--- config.mk ---
export PLATFORM = sky130hd
export DESIGN_NAME = csr_bank
export DESIGN_NICKNAME = d
export VERILOG_FILES = /design/src/rtl/csr_bank.sv
export SDC_FILE = /design/constraint.sdc
export NUM_CORES = 1
export LEC_CHECK = 0
export ABC_CLOCK_PERIOD_IN_PS = 2250
export CORE_AREA = 2 2 257 259
export DETAILED_ROUTE_END_ITERATION = 8
export DIE_AREA = 0 0 259 261
export PLACE_DENSITY = 0.66
export SETUP_SLACK_MARGIN = 0.02
export SYNTH_ARGS = -nofsm -noshare
export SYNTH_HDL_FRONTEND = slang
export SYNTH_SLANG_ARGS = --single-unit
--- constraint.sdc ---
create_clock -name clk -period 2.25 [get_ports clk]
set_clock_uncertainty 0.15 [all_clocks]
set_input_delay 0.225 -clock clk [delete_from_list [all_inputs] [get_ports clk]]
set_output_delay 0.225 -clock clk [all_outputs]
set_load 0.01 [all_outputs]
--- src/rtl/csr_bank.sv ---
// ---------------------------------------------------------------------------
// csr_bank
//   Parametrised control/status register bank sitting between the core's
//   memory-mapped control path and peripheral logic. It replaces the older
//   fixed 16-word control RAM and adds byte-enable writes, a read-valid
//   pulse and out-of-range error reporting.
//
//   Register STAT_IDX is a sticky status register. Hardware sets its bits
//   through hw_set, and software clears them by writing 1s (write-1-to-clear).
//   Register IEN_IDX is the interrupt mask. irq is the registered OR of
//   (status & mask).
//
// Parameters
//   DATA_W   register width in bits (multiple of 8)
//   NREG     number of registers (power of two, 2..256)
//   IDX_W    register index width, derived from NREG
//   STAT_IDX index of the W1C status register
//   IEN_IDX  index of the interrupt-enable register (differs from STAT_IDX)
//
// Ports
//   clk     in   clock, rising edge
//   rstn    in   asynchronous active-low reset
//   req     in   access request, accepted every cycle
//   we      in   1 = write, 0 = read
//   be      in   byte enables for writes
//   addr    in   word index; upper bits must be zero for an in-range access
//   din     in   write data
//   dout    out  registered read data, held until the next read
//   rvalid  out  one-cycle pulse when dout carries new read data
//   err     out  one-cycle pulse after an out-of-range access
//   hw_set  in   per-bit sticky set pulses into the status register
//   irq     out  registered interrupt request
//   regs    out  flat register contents, register k at [k*DATA_W +: DATA_W]
// ---------------------------------------------------------------------------
module csr_bank #(
  parameter int DATA_W   = 32,
  parameter int NREG     = 16,
  parameter int IDX_W    = $clog2(NREG),
  parameter int STAT_IDX = 1,
  parameter int IEN_IDX  = 2
) (
  input  logic                   clk,
  input  logic                   rstn,
  input  logic                   req,
  input  logic                   we,
  input  logic [DATA_W/8-1:0]    be,
  input  logic [31:0]            addr,
  input  logic [DATA_W-1:0]      din,
  output logic [DATA_W-1:0]      dout,
  output logic                   rvalid,
  output logic                   err,
  input  logic [DATA_W-1:0]      hw_set,
  output logic                   irq,
  output logic [NREG*DATA_W-1:0] regs
);

  localparam int NBYTES = DATA_W / 8;

  // Register storage and output registers
  logic [DATA_W-1:0] r_regs [NREG];
  logic [DATA_W-1:0] r_dout;
  logic              r_rvalid;
  logic              r_err;
  logic              r_irq;

  // Decoded access
  logic              w_inRange;
  logic [IDX_W-1:0]  w_idx;
  logic              w_wr;
  logic              w_rd;
  logic [DATA_W-1:0] w_bmask;
  logic [DATA_W-1:0] w_clr;
  logic [DATA_W-1:0] w_next [NREG];
  logic [DATA_W-1:0] w_rdata;

  // Any address bit above the index field makes the access out of range.
  assign w_inRange = (addr[31:IDX_W] == '0);
  assign w_idx     = addr[IDX_W-1:0];
  assign w_wr      = req & we & w_inRange;
  assign w_rd      = req & ~we;

  // Expand the byte enables into a bit mask over the data word.
  always_comb begin
    w_bmask = '0;
    for (int i = 0; i < NBYTES; i++) begin
      w_bmask[8*i +: 8] = {8{be[i]}};
    end
  end

  // Clear mask for the status register: only the enabled 1-bits of din.
  always_comb begin
    w_clr = '0;
    if (w_wr && (w_idx == IDX_W'(STAT_IDX))) begin
      w_clr = din & w_bmask;
    end
  end

  // Next-state value of every register. Plain registers merge the enabled
  // bytes; the status register applies W1C then ORs in hw_set, so a set on
  // the same edge as a clear leaves the bit at 1.
  always_comb begin
    for (int k = 0; k < NREG; k++) begin
      w_next[k] = r_regs[k];
      if (k == STAT_IDX) begin
        w_next[k] = (r_regs[k] & ~w_clr) | hw_set;
      end else if (w_wr && (w_idx == IDX_W'(k))) begin
        w_next[k] = (r_regs[k] & ~w_bmask) | (din & w_bmask);
      end
    end
  end

  // Read data is taken from the current contents (read-first); an
  // out-of-range read returns zero.
  assign w_rdata = w_inRange ? r_regs[w_idx] : '0;

  always_ff @(posedge clk or negedge rstn) begin
    if (!rstn) begin
      for (int k = 0; k < NREG; k++) begin
        r_regs[k] <= '0;
      end
    end else begin
      for (int k = 0; k < NREG; k++) begin
        r_regs[k] <= w_next[k];
      end
    end
  end

  // Read port, error pulse and interrupt. irq looks at the post-edge values
  // so it follows the status/mask contents with one cycle of latency.
  always_ff @(posedge clk or negedge rstn) begin
    if (!rstn) begin
      r_dout   <= '0;
      r_rvalid <= 1'b0;
      r_err    <= 1'b0;
      r_irq    <= 1'b0;
    end else begin
      r_rvalid <= w_rd;
      r_err    <= req & ~w_inRange;
      r_irq    <= |(w_next[STAT_IDX] & w_next[IEN_IDX]);
      if (w_rd) begin
        r_dout <= w_rdata;
      end
    end
  end

  assign dout   = r_dout;
  assign rvalid = r_rvalid;
  assign err    = r_err;
  assign irq    = r_irq;

  for (genvar k = 0; k < NREG; k++) begin : g_flat
    assign regs[k*DATA_W +: DATA_W] = r_regs[k];
  end

endmodule
---- Yosys cells after proc, flatten, opt, wreduce, memory -nomap -nowiden ----
Index checks and enable logic that the tools add are counted.
storage, ports and cells
  input port bits ......................... 104
  register bits ........................... 547
  word-level logic and storage cells ...... 104
  output and inout port bits .............. 547
operators by class
  order comparisons ....................... 1
  bitwise logic cells ..................... 43
  multiplexer cells ....................... 6
  equality and inequality tests ........... 15
  reduce and logical (&&, ||, !) cells .... 19
operators with widths
  kind                  count
  $and A32 B32 Y32      18
  $or A32 B32 Y32       16
  $mux W32              5
  $bmux W32 S4          1
  $not A32 Y32          2
  $eq A4 B4 Y1 const B  8
  $reduce_or A32 Y1     1
  $logic_not A28 Y1     1
  $eq A4 B3 Y1 const B  4
  $logic_and A1 B1 Y1   16
  $eq A4 B2 Y1 const B  2
  $ge A5 B5 Y1 const B  1
  $not A4 Y5            1
  $and A1 B1 Y1         4
  $eq A4 B1 Y1 const B  1
  $logic_not A4 Y1      1
  $not A1 Y1            2

---- Logic depth before layout (Yosys ltp) ----
Gate-level depths: netlist of the first run.
  word-level depth ........................ 9
  depth in mapped cells ................... 9
  mapped depth without buffers ............ 7

---- Worst setup path after synthesis of the first run ----
Ideal clock, no wire load.
  kind .................................... in2reg
  from .................................... in addr[0]
  to ...................................... reg r_dout[14], in the netlist dout[14]
  arrival time ............................ 2372 ps
  required time ........................... 1983 ps
  path buffers ............................ 3
  setup slack ............................. -389 ps
  setup time .............................. 117 ps
  cell stages on the path ................. 7
  path through ............................ clkbuf_1 -> clkbuf_1 -> buf_2 -> mux4_2 -> mux4_2 -> nand3_1 -> nand2_1
on the way
  longest elaborated chain between the ends .. 5
RTL lines
  element                                       line  text
  from (decl)                                   47    input logic [31:0] addr,
  $not A4 Y5 (implied by the code)              114   assign w_rdata = w_inRange ? r_regs[w_idx] : '0;
  $bmux W32 S4                                  114
  $mux W32 (implied by the code) (2 in series)  114
  $mux W32                                      114
  to (signal assigned)                          141   r_dout <= w_rdata;
  to (decl)                                     61    logic [DATA_W-1:0] r_dout;
Every way passes these cells. The select of a mux whose other input is x is not followed.
A chain may end at the register's enable or synchronous reset.

==> results of run 1 <==
report_power, final:
part,internal [mW],total [mW],switching [mW]
sequential,9.84,9.84,0.000684
combinational,0.488,1.24,0.754
clock,5.92,10.0,4.11
synth_stat cells (2+ instances only):
master     instances
a22o_1            14
a31oi_1           16
buf_1             17
buf_2              4
buf_4              3
buf_6              2
clkbuf_1          67
dfrtp_1          547
inv_1             21
mux2_1            12
mux2_2           462
mux2_4             4
mux2i_1            2
mux4_2           160
nand2_1          122
nand2b_1          19
nand3_1           40
nand4_1            2
nand4b_1           2
nor2_1            26
nor3_1             4
nor4_1             4
nor4_2             6
nor4_4             5
o22a_1            14
o22ai_1            2
o2bb2ai_1          2
or4_1              3
cells by family after synthesis:
family	synth area share, %
muxes	36.35
AOI/OAI and AO/OA	1.513
and+or+nand+nor	5.128
buffers and inverters	1.850
DFF	55.16
cell type report:
| cell class | count | area [sq um] | area share (%) |
|---|---|---|---|
| Multi-Input combinational cell | 931 | 10980 | 29.50 |
| Inverter | 21 | 78.83 | 0.2117 |
| Sequential cell | 547 | 13690 | 36.77 |
| Antenna cell | 12 | 30.03 | 0.08066 |
| Clock buffer | 86 | 1780 | 4.782 |
| Timing Repair Buffer | 915 | 9355 | 25.13 |
| Tap cell | 864 | 1081 | 2.904 |
| Clock inverter | 24 | 231.5 | 0.6217 |
per-layer routing:
metal  share of wire [%]  up-vias  wire length [um]  global-route usage, %
li1                    -     7774                 -                      -
met1                  40    10230             41880                  39.89
met2                  48      829             50740                  49.83
met3                 7.0      233              7306                  6.494
met4                 4.6        4              4853                  13.46
met5               0.029        -                30                      0
path summary, 6_finish.rpt:
path	from	endpoint	cells past startpoint
min reg2reg	dout[5]	dout[5]	2
min	rstn	async pin	2
max	addr[28]	irq	11
max in group asynchronous	rstn	async pin	4
min in group clk	we	rvalid	3
max reg2reg	regs[74]	irq	5
per-stage QoR:
stage	total power, mW	worst slack [ns]	hold WS (ns)	cells
CTS	21.28	-0.08057	0.01161	3375
floorplan	10.46	-0.2962	-0.2206	1592
global route	21.77	-0.1214	0.03546	3398
finish	21.11	-0.04166	-0.008967	3400
global placement	11.26	-1.259	0.06947	3251
detailed placement	11.27	-1.267	0.07234	3251
repair_timing:
action	CTS	global route
hold buffers	2	0
endpoints found under the hold margin	413	0
setup endpoints to repair	450	314
gates resized for setup	135	58
buffers inserted	12	13
pin swaps	28	24
==> impl_metrics.env, run 1 <==
export IMPL_outcome="finished with violations"
export IMPL_violations="hold timing, setup timing"
export IMPL_mostFrequentLayoutCells="615 x clkdlybuf4s50_1, 547 x dfrtp_1, 455 x mux2_2"
export IMPL_grt_pass1_vias=20060
export IMPL_synth_cells=1592
export IMPL_yosysTopAreaCell="dfrtp_1"
export IMPL_mostFrequentLayoutCell="clkdlybuf4s50_1"
export IMPL_place_congestion=0.9096
export IMPL_tightestPinTransition_ns=0.5975
export IMPL_fillers=5113
export IMPL_drive_above_1_share_pct=42.83
export IMPL_p_per_area_mw_per_mm2=567.1
export IMPL_synthArstFlopShare_pct=100.0
export IMPL_hpwl_mm=77.80
export IMPL_fin_util_pct=57.24
export IMPL_placed_area_sq_mm=0.03476
export IMPL_ys_seq_elements=547
export IMPL_clockRootBuffer="clkbuf_16"
export IMPL_slowest_stage="or4_4"
export IMPL_routed_via_count=19070
export IMPL_relSlewSlack_pct=60.17
export IMPL_dieArea_sq_mm=0.06760
export IMPL_slew_violations=0
export IMPL_cp_top_family="simple AND/OR/NAND/NOR gates"
export IMPL_peakVddDrop_mv=0.4809
export IMPL_drt_iter0_drc=1293
export IMPL_synthesis_area_sq_mm=0.02482
export IMPL_cts_buffer_depth=3
export IMPL_holdWs_ns=-0.008967
export IMPL_grt_pass1_wl_mm=147.9
export IMPL_initial_core_util_pct=38.16
export IMPL_clkLatencyLatePin_ns=0.62
export IMPL_fin_area_sq_mm=0.03723
export IMPL_final_min_clock_period_ns=2.292
export IMPL_synth_top_area_share_pct=55.16
export IMPL_path_buf_inv=4
export IMPL_cp_end_kind="flip-flop"
export IMPL_nets=2580
export IMPL_setup_violations=1
export IMPL_grt_max_degree=70
export IMPL_hold_violations=4
export IMPL_r2r_setup_slack_ns=0.30
export IMPL_viasPerCell=5.609
export IMPL_tns_ns=-0.04166
export IMPL_synthToLayoutAreaGrowth_pct=50.02
export IMPL_cap_violations=0
export IMPL_avgRoutedWirePerCell_um=30.83
export IMPL_power_leakage_nw=17.32
export IMPL_rsz0062_at_grt="yes"
export IMPL_htree_num_levels=2
export IMPL_slowest_delay_ns=0.53
export IMPL_synth_area_per_cell_sq_um=15.59
export IMPL_syn_num_nets=1696
export IMPL_antenna_left=0
export IMPL_cts_buffers=60
export IMPL_pin_count=651
export IMPL_ys_seq_area_share_pct=55.16
export IMPL_drc=0
export IMPL_yosysWarningCount=0
export IMPL_cts_tree="yes"
export IMPL_synth_edf_count=0
export IMPL_path_class="in2reg"
export IMPL_die_h_um=261
export IMPL_cp_max_fo=7
export IMPL_fp_dieW_um=259
export IMPL_rows=94
export IMPL_antenna_found_initial=14
export IMPL_setup_ws_ns=-0.04166
export IMPL_grt_use_total_pct=30.66
export IMPL_startpoint_type="primary input"
export IMPL_cp_required_ns=2.57
export IMPL_synth_top_flop_cell="dfrtp_1"
export IMPL_hold_class="in2async"
export IMPL_grt_overflow=0
export IMPL_core_area_sq_mm=0.06504
export IMPL_cp_arrival_ns=2.62
export IMPL_synth_cell_types=38
export IMPL_synthTopCellsByArea="dfrtp_1 55%, mux2_2 21%, mux4_2 15%, nand2_1 1.8%, clkbuf_1 1.0%"
export IMPL_clkTransAtPathRegs_ns=0.06
export IMPL_fmax_mhz=436.4
export IMPL_port_buffers=650
export IMPL_worstPathCellList="buf_6, nor4_4, nand3_4, or4_4, buf_8, buf_4, mux2_4, a22o_1, nor4_4, buf_4, nand4_1"
export IMPL_routed_wl_mm=104.8
export IMPL_clock_sinks=547
export IMPL_firstDrtPassIters=5
export IMPL_post_route_period_util_pct=101.9
Note: power is estimated with default switching activity, not from simulation.
==> run 2, diff against run 1 <==
--- a/config.mk
+++ b/config.mk
@@ -6,6 +6,7 @@
 export NUM_CORES = 1
 export LEC_CHECK = 0
 export ABC_CLOCK_PERIOD_IN_PS = 2250
+export CAP_MARGIN = 20
 export CORE_AREA = 2 2 257 259
 export DETAILED_ROUTE_END_ITERATION = 8
 export DIE_AREA = 0 0 259 261
==> results of run 2 <==
The final DEF is identical to that of run 1; final timing and power are the same.
==> variant, RTL diff (settings of run 2) <==
The output `irq` loses its register stage (`r_irq` becomes a continuous assignment).
--- a/src/rtl/csr_bank.sv
+++ b/src/rtl/csr_bank.sv
@@ -133,9 +133,7 @@
       r_rvalid <= 1'b0;
       r_err    <= 1'b0;
-      r_irq    <= 1'b0;
     end else begin
       r_rvalid <= w_rd;
       r_err    <= req & ~w_inRange;
-      r_irq    <= |(w_next[STAT_IDX] & w_next[IEN_IDX]);
       if (w_rd) begin
         r_dout <= w_rdata;
@@ -143,4 +141,6 @@
     end
   end
+
+  assign r_irq = |(w_next[STAT_IDX] & w_next[IEN_IDX]);
 
   assign dout   = r_dout;
Function: changed (a bounded check fails within 4 cycles, from zero or initial values and one cycle with rstn low).
==> variant against run 2 <==
- the flow finishes with violations (setup timing)
- global-route usage fell by 0.68 points
- synthesized cell count increased by 4.3%
- largest power group unchanged
- synthesized area up 0.94%
- sequential cell count fell by 1
- utilization is 1.6 points higher
- power decreased by 0.65%
- worst setup slack worse by 1200 ps
- first-iteration DRC count rose by 16%
- routed wire length is 2.1% lower
- critical path depth is 1 higher
- design area increased by 2.7%
- critical path type is now input pin to output port
==> variant: results (changes against run 2) <==
- Status: complete, but fails checks
- Failing checks: setup timing
- Slew HR: 0.3401 (-0.2616)
- Final layout net count: 2662 (+3.2%)
- Fin worst setup slack: -1211 ps (-1170 ps)
- TritonCTS buffer count: 58 (-3.3%)
- Synth cell types: 48 (+26%)
- P_sw: 0.004838 W (-0.50%)
- Clkbuf count: 89 (+3.5%)
- Largest net degree at the start of global routing: 136 (+94%)
- Antenna diodes: 10 (-2)
- Reg2reg start: regs[65]$_DFF_PN0_
- Cts hold-fix bufs: 1 (-1)
- Filler instances: 5029 (-1.6%)
- Fraction of area in non-clock buffers: 0.2440 (-0.007264)
- DP Worst Slack: -2143 ps (-876.0 ps)
- Crit-path max FO: 5 (-2)
- Total track usage: 0.2998 (-0.006776)
- R2r setup slk: 220 ps (-80 ps)
- Post-CTS setup buffers: 13 (+1)
- Fin Setup TNS: -69170 ps (-69130 ps)
- Ranking of synthesized cells by area: dfrtp_1 55%, mux2_2 21%, mux4_2 14%
- Cts repair resizes: 266 (+97%)
- Final GP Congestion: 0.9411 (+3.5%)
- Share of layout cells above drive strength 1: 0.4482 (+0.01987)
- Fraction of area in registers: 0.3572 (-0.01042)
- FF+latch count: 546 (-0.18%)
- Met2 wire len: 50.70 mm (about the same)
- Hpwl dp: 75.26 mm (-3.3%)
- Synth top cells by count: 546 x dfrtp_1, 462 x mux2_2, 160 x mux4_2
- Final setup violation count: 441 (+440)
- Syn Nets: 1764 (+4.0%)
- Sequential area share after synthesis: 0.5454 (-0.006151)
- Met2 Use GR: 0.4955 (-0.002748)
- WL/cell: 29.50 µm (-4.3%)
- Dpl cell area: 35350 µm² (+1.7%)
- Drt via density: 5.572 (-0.66%)
- Leakage power: 17.59 nW (+1.6%)
- Sequential share of power: 0.468 (+0.002)
- Vias in the first global route: 20580 (+2.6%)
- Met3 Usage GRT: 0.07395 (+0.009001)
[variant: cell count changes in the layout (fill, tap and decap cells not counted), sizes merged, moves of 14 or more]
cell / before / now
nand3: 41 / 23
a22o: 14 / 0
o22a: 14 / 0
buf: 292 / 309
inv: 21 / 41
o21ai: 0 / 25
nor2: 26 / 45
[variant: through the flow]
stage | hold slack, ps | utilization | power, W
4_1_cts | 10.29 | 0.5858 | 0.02114
3_3_place_gp | 103.3 | 0.5436 | 0.01123
2_1_floorplan | -220.6 | - | 0.01046
6_report | 36.42 | 0.5880 | 0.02098
3_5_place_dp | 104.3 | 0.5436 | 0.01124
5_1_grt | 44.36 | 0.5880 | 0.02158
[variant: how the worst max path moves through the flow]
stage	start	endpoint	slack (ps)	cells after the start
floorplan	addr[11]	irq	-720	7
global placement	addr[17]	irq	-2120	11
detailed placement	addr[14]	irq	-2140	12
CTS	addr[28]	irq	-1190	11
global route	addr[10]	irq	-1290	13
finish	addr[14]	irq	-1210	12
